**config.mk**
```make
export PLATFORM = sky130hd
export DESIGN_NAME = jk_counter_bank
export DESIGN_NICKNAME = d
export VERILOG_FILES = /design/src/rtl/jk_counter_bank.sv
export SDC_FILE = /design/constraint.sdc
export NUM_CORES = 1
export LEC_CHECK = 0
export BUFFER_PORTS_ARGS = -buffer_cell sky130_fd_sc_hd__buf_2
export CORE_MARGIN = 4
export CORE_UTILIZATION = 35
export DETAILED_ROUTE_END_ITERATION = 10
export GPL_ROUTABILITY_DRIVEN = 0
export PLACE_DENSITY = 0.63
export SLEW_MARGIN = 20
export SYNTH_ARGS = -nofsm -noshare
export SYNTH_HDL_FRONTEND = slang
export SYNTH_HIERARCHICAL = 1
export SYNTH_SLANG_ARGS = --single-unit
```
**constraint.sdc**
```tcl
create_clock -name CLK -period 2.5 [get_ports CLK]
set_input_delay 0.25 -clock CLK [delete_from_list [all_inputs] [get_ports CLK]]
set_output_delay 0.25 -clock CLK [all_outputs]
set_load 0.01 [all_outputs]
```
**src/rtl/jk_counter_bank.sv**
```systemverilog
// WIDTH-bit bank of JK cells. Each edge it acts as a per-bit JK register,
// an up/down counter (wrapping or saturating) or a parallel load.

module jk_cell (
  input  logic i_j,
  input  logic i_k,
  input  logic i_q,
  output logic o_q_nxt
);
  always_comb begin
    o_q_nxt = i_q;
    case ({i_j, i_k})
      2'b01:   o_q_nxt = 1'b0;
      2'b10:   o_q_nxt = 1'b1;
      2'b11:   o_q_nxt = ~i_q;
      default: o_q_nxt = i_q;
    endcase
  end
endmodule

module jk_counter_bank #(
  parameter int               WIDTH        = 4,
  parameter logic [WIDTH-1:0] PRESET_VALUE = '1,
  parameter bit               WRAP         = 1'b1
) (
  input  logic             CLK,
  input  logic             RESET,
  input  logic             PRESET,
  input  logic             EN,
  input  logic [1:0]       MODE,
  input  logic [WIDTH-1:0] J,
  input  logic [WIDTH-1:0] K,
  input  logic [WIDTH-1:0] D,
  input  logic             CLR_OVF,
  output logic [WIDTH-1:0] Q,
  output logic [WIDTH-1:0] Qn,
  output logic             TC,
  output logic             OVF,
  output logic             CHG
);
  localparam logic [1:0] M_JK = 2'b00, M_UP = 2'b01, M_DN = 2'b10, M_LD = 2'b11;

  logic [WIDTH-1:0] r_q, w_jk_nxt, w_q_nxt;
  logic             r_ovf, r_chg, w_ovf_set, w_all1, w_zero;

  genvar gi;
  generate
    for (gi = 0; gi < WIDTH; gi++) begin : g_cell
      jk_cell u_cell (
        .i_j     (J[gi]),
        .i_k     (K[gi]),
        .i_q     (r_q[gi]),
        .o_q_nxt (w_jk_nxt[gi])
      );
    end
  endgenerate

  assign w_all1 = &r_q;
  assign w_zero = ~|r_q;

  // Boundary counts raise OVF whether they wrap or saturate.
  always_comb begin
    w_q_nxt   = r_q;
    w_ovf_set = 1'b0;
    if (PRESET) begin
      w_q_nxt = PRESET_VALUE;
    end else if (EN) begin
      case (MODE)
        M_JK: w_q_nxt = w_jk_nxt;
        M_UP: begin
          if (w_all1) begin
            w_ovf_set = 1'b1;
            w_q_nxt   = WRAP ? '0 : r_q;
          end else begin
            w_q_nxt = r_q + WIDTH'(1);
          end
        end
        M_DN: begin
          if (w_zero) begin
            w_ovf_set = 1'b1;
            w_q_nxt   = WRAP ? '1 : r_q;
          end else begin
            w_q_nxt = r_q - WIDTH'(1);
          end
        end
        M_LD: w_q_nxt = D;
        default: w_q_nxt = r_q;
      endcase
    end
  end

  always_ff @(posedge CLK) begin
    if (RESET) begin
      r_q   <= '0;
      r_ovf <= 1'b0;
      r_chg <= 1'b0;
    end else begin
      r_q   <= w_q_nxt;
      r_chg <= (w_q_nxt != r_q);
      r_ovf <= w_ovf_set | (r_ovf & ~CLR_OVF);
    end
  end

  assign Q   = r_q;
  assign Qn  = ~r_q;
  assign OVF = r_ovf;
  assign CHG = r_chg;
  assign TC  = ((MODE == M_UP) && w_all1) || ((MODE == M_DN) && w_zero);
endmodule

```
==> flow_metrics.tcl, run 1 <==
set metrics [dict create \
    ios 30 \
    min_period_ps 2050 \
    drt_iter0_drc 9 \
    ys_ff_latch 6 \
    rsz0062_at_grt "no" \
    dp_hpwl_mm 1.528 \
    clk_latency_ps 250 \
    grt_pass1_vias 694 \
    first_pass_iters 4 \
    cp-start-kind "flop" \
    fin_skew_ps 9.718 \
    die_w_um 52.06 \
    worst_slew_pin_slew_ps 429.3 \
    cts_resized 0 \
    p_sw_uw 128.1 \
    end_kind "flop" \
    rows 15 \
    cts_setup_buffers 0 \
    yosysUniqueCellTypes 38 \
    ant_nets 0 \
    seq_power_share_pct 33.9 \
    postCtsHoldBufs 0 \
    synth_area_um2 679.4 \
    finalWorstSetupSlack_ps 450.1 \
    p_leak_nw 0.4373 \
    cts_max_level 1 \
    ys.flop_type "dfxtp_1" \
    fill_cells 187 \
    synthAdderAreaFrac_pct 11.05 \
    fmax_ghz 0.4878 \
    synth_edf_count 0 \
    port_buffers 29 \
    synthCells 91 \
    core_um2 1783 \
    outcome "finished, final reports clean" \
    setup_viol 0 \
    hold_ws_ps 251.2 \
    synth_top_family_by_area "compound AO/OA/AOI/OAI gates" \
    netSwitchingFraction_pct 36.46 \
    clkPwrFrac_pct 26.5 \
    synthesis.nets 116 \
    synthMuxAreaShare_pct 7.366 \
    maxCapViolCount 0 \
    ys_seq_area_share_pct 17.68 \
    synthTopCellsByCount "13 x a21oi_1, 12 x inv_1, 6 x dfxtp_1, 6 x ha_1" \
    synth-simple-area-share_pct 14.92 \
    dp_slack_ps 493.2 \
    p_comb_share_pct 39.7 \
    power.density_nw_per_um2 403.9 \
    grt_max_degree 13 \
    fin_crit_sh_pct 82.00 \
    area_delta_synth_final_pct 27.99 \
    synth_most_common_cell "a21oi_1" \
    grt-ovfl-total 0 \
    max-vdd-ir-drop_uv 190.5 \
    synth-xor-area-share_pct 2.578 \
    yosysTopAreaCellShare_pct 17.68 \
    cts_root_buf "clkbuf_4" \
    start_util_pct 38.11 \
    synthTopCellsByArea "dfxtp_1 18%, ha_1 11%, a21oi_1 9.6%" \
    drive_above_1_share_pct 32.50 \
    cts_max_path_buffers 2 \
    slowest_stage "dfxtp_1" \
    viasPerCell 5.283 \
    grt_pass1_wl_mm 2.980 \
    synth_top_cell_by_area "dfxtp_1" \
    dieArea_um2 2710 \
    wl_mm 1.904 \
    fin_nets 147 \
    via_count 766 \
    antenna_cells 0 \
    clk_pin_slew_ps 50 \
    cp_slowest_stage_delay_ps 560 \
    clock-sinks 6 \
    p_int_uw 223.1 \
    synth_compound_area_share_pct 36.28 \
    die_y_um 52.06 \
    critPathKind "reg -> reg" \
    ys_warn_count 6 \
    grt_use_total_pct 14.83 \
    cp_cell_sequence "inv_1 -> ha_1 -> mux2i_1 -> a31oi_1 -> a21oi_1 -> o22a_1 -> o221a_1 -> a21oi_2" \
    syn_avg_cell_area_um2 7.466 \
    tns_ps 0 \
    hold_path.class "in -> reg" \
    report.final.hold_viol_count 0 \
    drc_errors 0 \
    async_flop_share_pct 0 \
    routedWlPerCell_um 13.13 \
    numCtsBuffers 3 \
    maxSlewViolCount 0 \
    path_max_fanout 12 \
    antenna_found_initial 0 \
    worstPathRequired_ps 2640 \
    cts_tree "built" \
    slew_headroom_pct 71.34 \
    critPathArrivalTime_ps 2190 \
]
==> metal layers <==
metal,share of wire (%),vias up,track usage [%]
met4,1.7,0,5.240
met1,47,333,19.97
li1,-,389,-
met2,45,37,22.59
met5,0,-,0
met3,6.9,7,3.725
==> path summary, 6_finish.rpt <==
| kind | from | slack (ps) | endpoint | cells after the start |
|---|---|---|---|---|
| hold reg to reg | OVF | 470 | OVF | 2 |
| hold / removal | RESET | 250 | CHG | 2 |
| setup reg to reg | Q[0] | 450 | CHG | 8 |
| setup / recovery | Q[0] | 450 | CHG | 8 |
==> through the flow <==
stage	area [um2]	util [%]	total power [mW]	cells
3_5_place_dp	847.1	47.51	0.2584	142
5_1_grt	869.6	48.77	0.3762	145
4_1_cts	869.6	48.77	0.3515	145
2_1_floorplan	679.4	-	0.2103	91
6_report	869.6	48.77	0.3512	145
3_3_place_gp	847.1	47.51	0.2568	142
==> registers in the layout (all words and copies together), names as in the netlist <==
signal,count
Q,4
CHG,1
OVF,1
==> power by group through the flow <==
stage | Sequential [mW] | Clock [mW] | Combinational, mW
4_1_cts | 0.119 | 0.0938 | 0.139
6_report | 0.119 | 0.0929 | 0.139
3_3_place_gp | 0.120 | 0 | 0.137
3_5_place_dp | 0.120 | 0 | 0.138
2_1_floorplan | 0.116 | 0 | 0.0940
5_1_grt | 0.121 | 0.102 | 0.154
==> final cells by class <==
type	count	area, um2	share of cell area [%]
repair buffers	30	152.6	17.55
well taps	25	31.28	3.597
multi-input cells	67	490.5	56.40
inverters	14	52.55	6.043
clock buffers	3	22.52	2.590
flip-flops and latches	6	120.1	13.81
==> kinds of logic (layout without fill, tap and decap cells) <==
logic type	Yosys count	in the layout
buffers and inverters	18	47
muxes	5	5
and+or+nand+nor	19	19
DFF	6	6
xor gates and xnor gates	2	2
adders and majority gates	6	6
AOI/OAI and AO/OA	35	35
==> placed cells by master, fill, tap and decap left out, types with 2 or more instances in the layout <==
| cell | instances |
|---|---|
| a211oi_1 | 2 |
| a21o_1 | 2 |
| a21oi_1 | 13 |
| buf_2 | 29 |
| clkbuf_4 | 3 |
| dfxtp_1 | 6 |
| ha_1 | 6 |
| inv_1 | 12 |
| inv_2 | 2 |
| mux2i_1 | 5 |
| nand2_1 | 5 |
| nand2b_1 | 3 |
| nand4_1 | 3 |
| nor2_1 | 2 |
| o21ai_0 | 2 |
| o21ai_1 | 2 |
==> worst max-delay path: cells and delay by family, from the launching register on <==
kind	cells	cell delay, ps
buf+inv	1	110
compound gates	5	740
mux	1	190
flops	1	560
fa+ha+maj	1	310
Note: power is estimated with default switching activity, not from simulation.
==> inputs of run 2 (changes only) <==
--- a/config.mk
+++ b/config.mk
@@ -5,6 +5,7 @@
 export SDC_FILE = /design/constraint.sdc
 export NUM_CORES = 1
 export LEC_CHECK = 0
+export ABC_AREA = 1
 export BUFFER_PORTS_ARGS = -buffer_cell sky130_fd_sc_hd__buf_2
 export CORE_MARGIN = 4
 export CORE_UTILIZATION = 35
==> constraint.sdc (replaced) <==
create_clock -name CLK -period 2 [get_ports CLK]
set_input_delay 0.2 -clock CLK [delete_from_list [all_inputs] [get_ports CLK]]
set_output_delay 0.2 -clock CLK [all_outputs]
set_load 0.01 [all_outputs]
==> run 2 against run 1 <==
Against the previous run: clock power rose by 17%; flip-flop and latch count unchanged; clock-buffer cell count unchanged; first-iteration DRC count up 67%; core utilization grew 0.91 points; sequential power is 20% higher; register-to-register slack got worse by 290 ps; global-route usage is 0.10 points lower; combinational power up 22%; power is 20% higher.
==> flow_metrics.tcl, run 2 <==
set metrics [dict create \
    fin_area_um2 885.9 \
    synthTopCellsByArea "nand2_1 18%, dfxtp_1 18%, inv_1 14%" \
    worst_slew_pin_slew_ps 352.9 \
    tns_ps 0 \
    critPathKind "reg -> reg" \
    path_max_fanout 6 \
    synthTopCellsByCount "33 x nand2_1, 26 x inv_1, 15 x nor2_1" \
    min_period_ps 1844 \
    outcome "finished, final reports clean" \
    layout_common_cells "33 x nand2_1, 29 x buf_2, 26 x inv_1" \
    grt.busiest_layer "met2" \
    grt-ovfl-total 0 \
    via_count 841 \
    max-vdd-ir-drop_uv 291.8 \
    cts_max_level 1 \
    syn_avg_cell_area_um2 5.548 \
    routedWlPerCell_um 10.50 \
    setup_viol 0 \
    clk_pin_slew_ps 40 \
    numCtsBuffers 3 \
    cpMostUsedCell "nor2_1" \
    antenna_cells 0 \
    holdPathStages 2 \
    largest_reg_flops 4 \
    wl_mm 1.890 \
    path_buf_inv 2 \
    final_common_cell "nand2_1" \
    clock-sinks 6 \
    grt_pass1_vias 747 \
    crit_family "simple AND/OR/NAND/NOR gates" \
    worstRegToRegCells 12 \
    drt_iter0_drc 15 \
    core_um2 1783 \
    slew_headroom_pct 76.44 \
    async_flop_share_pct 0 \
    worstPathRequired_ps 2130 \
    slowest_stage "dfxtp_1" \
    synth_top_cell_by_area "nand2_1" \
    fill_cells 192 \
    rows 15 \
    met2_usage_pct 24.48 \
    grt_max_degree 11 \
    dieArea_um2 2701 \
    yosysUniqueCellTypes 17 \
    ys_ff_latch 6 \
    grt_use_met1_pct 18.48 \
    maxCapViolCount 0 \
    hold_path.class "in -> reg" \
    cp-start-kind "flop" \
    report.final.hold_viol_count 0 \
    grt_use_total_pct 14.73 \
    maxSlewViolCount 0 \
    grt_pass1_wl_mm 3.049 \
    ant_nets 0 \
    placed_area_um2 863.3 \
    synthCells 122 \
    synth_most_common_cell "nand2_1" \
    rsz0062_at_grt "no" \
    cts_max_path_buffers 2 \
    fmax_ghz 0.5422 \
    die_y_um 51.98 \
    synthesis.nets 147 \
    cp_cell_sequence "inv_1 -> ha_1 -> inv_1 -> nor2_1 -> o21ai_0 -> o211ai_1 -> nand3_1 -> nand2_1 -> nand2_1 -> nand3_1 -> nor2_1 -> nor2_1" \
    area_delta_synth_final_pct 30.87 \
    drc_errors 0 \
    port_buffers 29 \
    viasPerCell 4.672 \
    dp_hpwl_mm 1.544 \
    cts_resized 0 \
    first_pass_iters 4 \
    p_leak_nw 0.5420 \
    synth_area_um2 676.9 \
    fin_skew_ps 3.082 \
    fin_util_pct 49.68 \
    antenna_found_initial 0 \
    clk_latency_ps 240 \
    fin_nets 182 \
    cts_tree "built" \
    fin_crit_sh_pct 92.22 \
    ys.flop_type "dfxtp_1" \
    crit_cells 12 \
    synth_edf_count 0 \
    critPathArrivalTime_ps 1980 \
    grt.met3_usage_pct 5.158 \
    ios 30 \
    start_util_pct 37.96 \
    ys_warn_count 6 \
    power.density_nw_per_um2 476.2 \
    die_w_um 51.98 \
    postCtsHoldBufs 0 \
    end_kind "flop" \
    ys_seq_area_share_pct 17.74 \
    cts_setup_buffers 0 \
    cts_root_buf "clkbuf_4" \
    yosysTopAreaCellShare_pct 18.30 \
    cp_slowest_stage_delay_ps 390 \
    drive_above_1_share_pct 24.52 \
]
[run 2: cell types whose count changed after synthesis, moves of 3 or more]
cell	delta
a21oi_1	-7
clkbuf_1	-3
inv_1	+14
mux2i_1	-5
nand2_1	+28
nand2b_1	-3
nand3_1	+9
nor2_1	+13
o21ai_0	+4
[run 2: power breakdown]
group / leakage (nW) / internal, mW / switching (mW)
Combinational: 0.478 / 0.0704 / 0.0996
Clock: 0.0138 / 0.0677 / 0.0411
Sequential: 0.0501 / 0.129 / 0.0139
Total: 0.542 / 0.267 / 0.155
[run 2: path summary, 6_finish.rpt]
path | slack [ps] | from | end
min | 150 | RESET | OVF
max | 160 | Q[0] | CHG
min reg2reg | 460 | OVF | OVF
max reg2reg | 160 | Q[0] | CHG
[run 2: routing by layer]
| layer | part of all wire (%) | wire length, um |
|---|---|---|
| met4 | 0 | 0 |
| met2 | 46 | 873 |
| met3 | 8.7 | 164 |
| met1 | 45 | 852 |
| met5 | 0 | 0 |
[run 2: area by class of cell]
| cell class | instances | area (um2) | share of cell area (%) |
|---|---|---|---|
| multi-input cells | 87 | 446.7 | 50.42 |
| inverters | 28 | 105.1 | 11.86 |
| repair buffers | 31 | 160.2 | 18.08 |
| well taps | 25 | 31.28 | 3.531 |
| clock buffers | 3 | 22.52 | 2.542 |
| flip-flops and latches | 6 | 120.1 | 13.56 |
[run 2: kinds of logic (layout without fill, tap and decap cells)]
family / count (synthesis) / in the layout / share of synthesized area, %
adders and majority gates: 6 / 6 / 11.09
and+or+nand+nor: 65 / 65 / 41.59
buffers and inverters: 29 / 62 / 16.26
DFF: 6 / 6 / 17.75
AOI/OAI and AO/OA: 16 / 16 / 13.31
[run 2: worst reg2reg max path, stage by stage, from the launching register on]
cell	delay, ps
dfxtp_1	390
inv_1	140
ha_1	330
inv_1	60
nor2_1	30
o21ai_0	190
o211ai_1	140
nand3_1	110
nand2_1	60
nand2_1	70
nand3_1	70
nor2_1	100
nor2_1	40
[run 2: stage by stage]
step | worst slack, ps | power (mW) | std cells | hold WS [ps]
global route | 14.56 | 0.4600 | 180 | 148.5
CTS | 168.3 | 0.4273 | 180 | 142.0
detailed placement | 178.4 | 0.3146 | 177 | 398.7
finish | 155.7 | 0.4218 | 180 | 149.2
floorplan | 227.1 | 0.2509 | 122 | 269.1
global placement | 188.3 | 0.3114 | 177 | 395.3
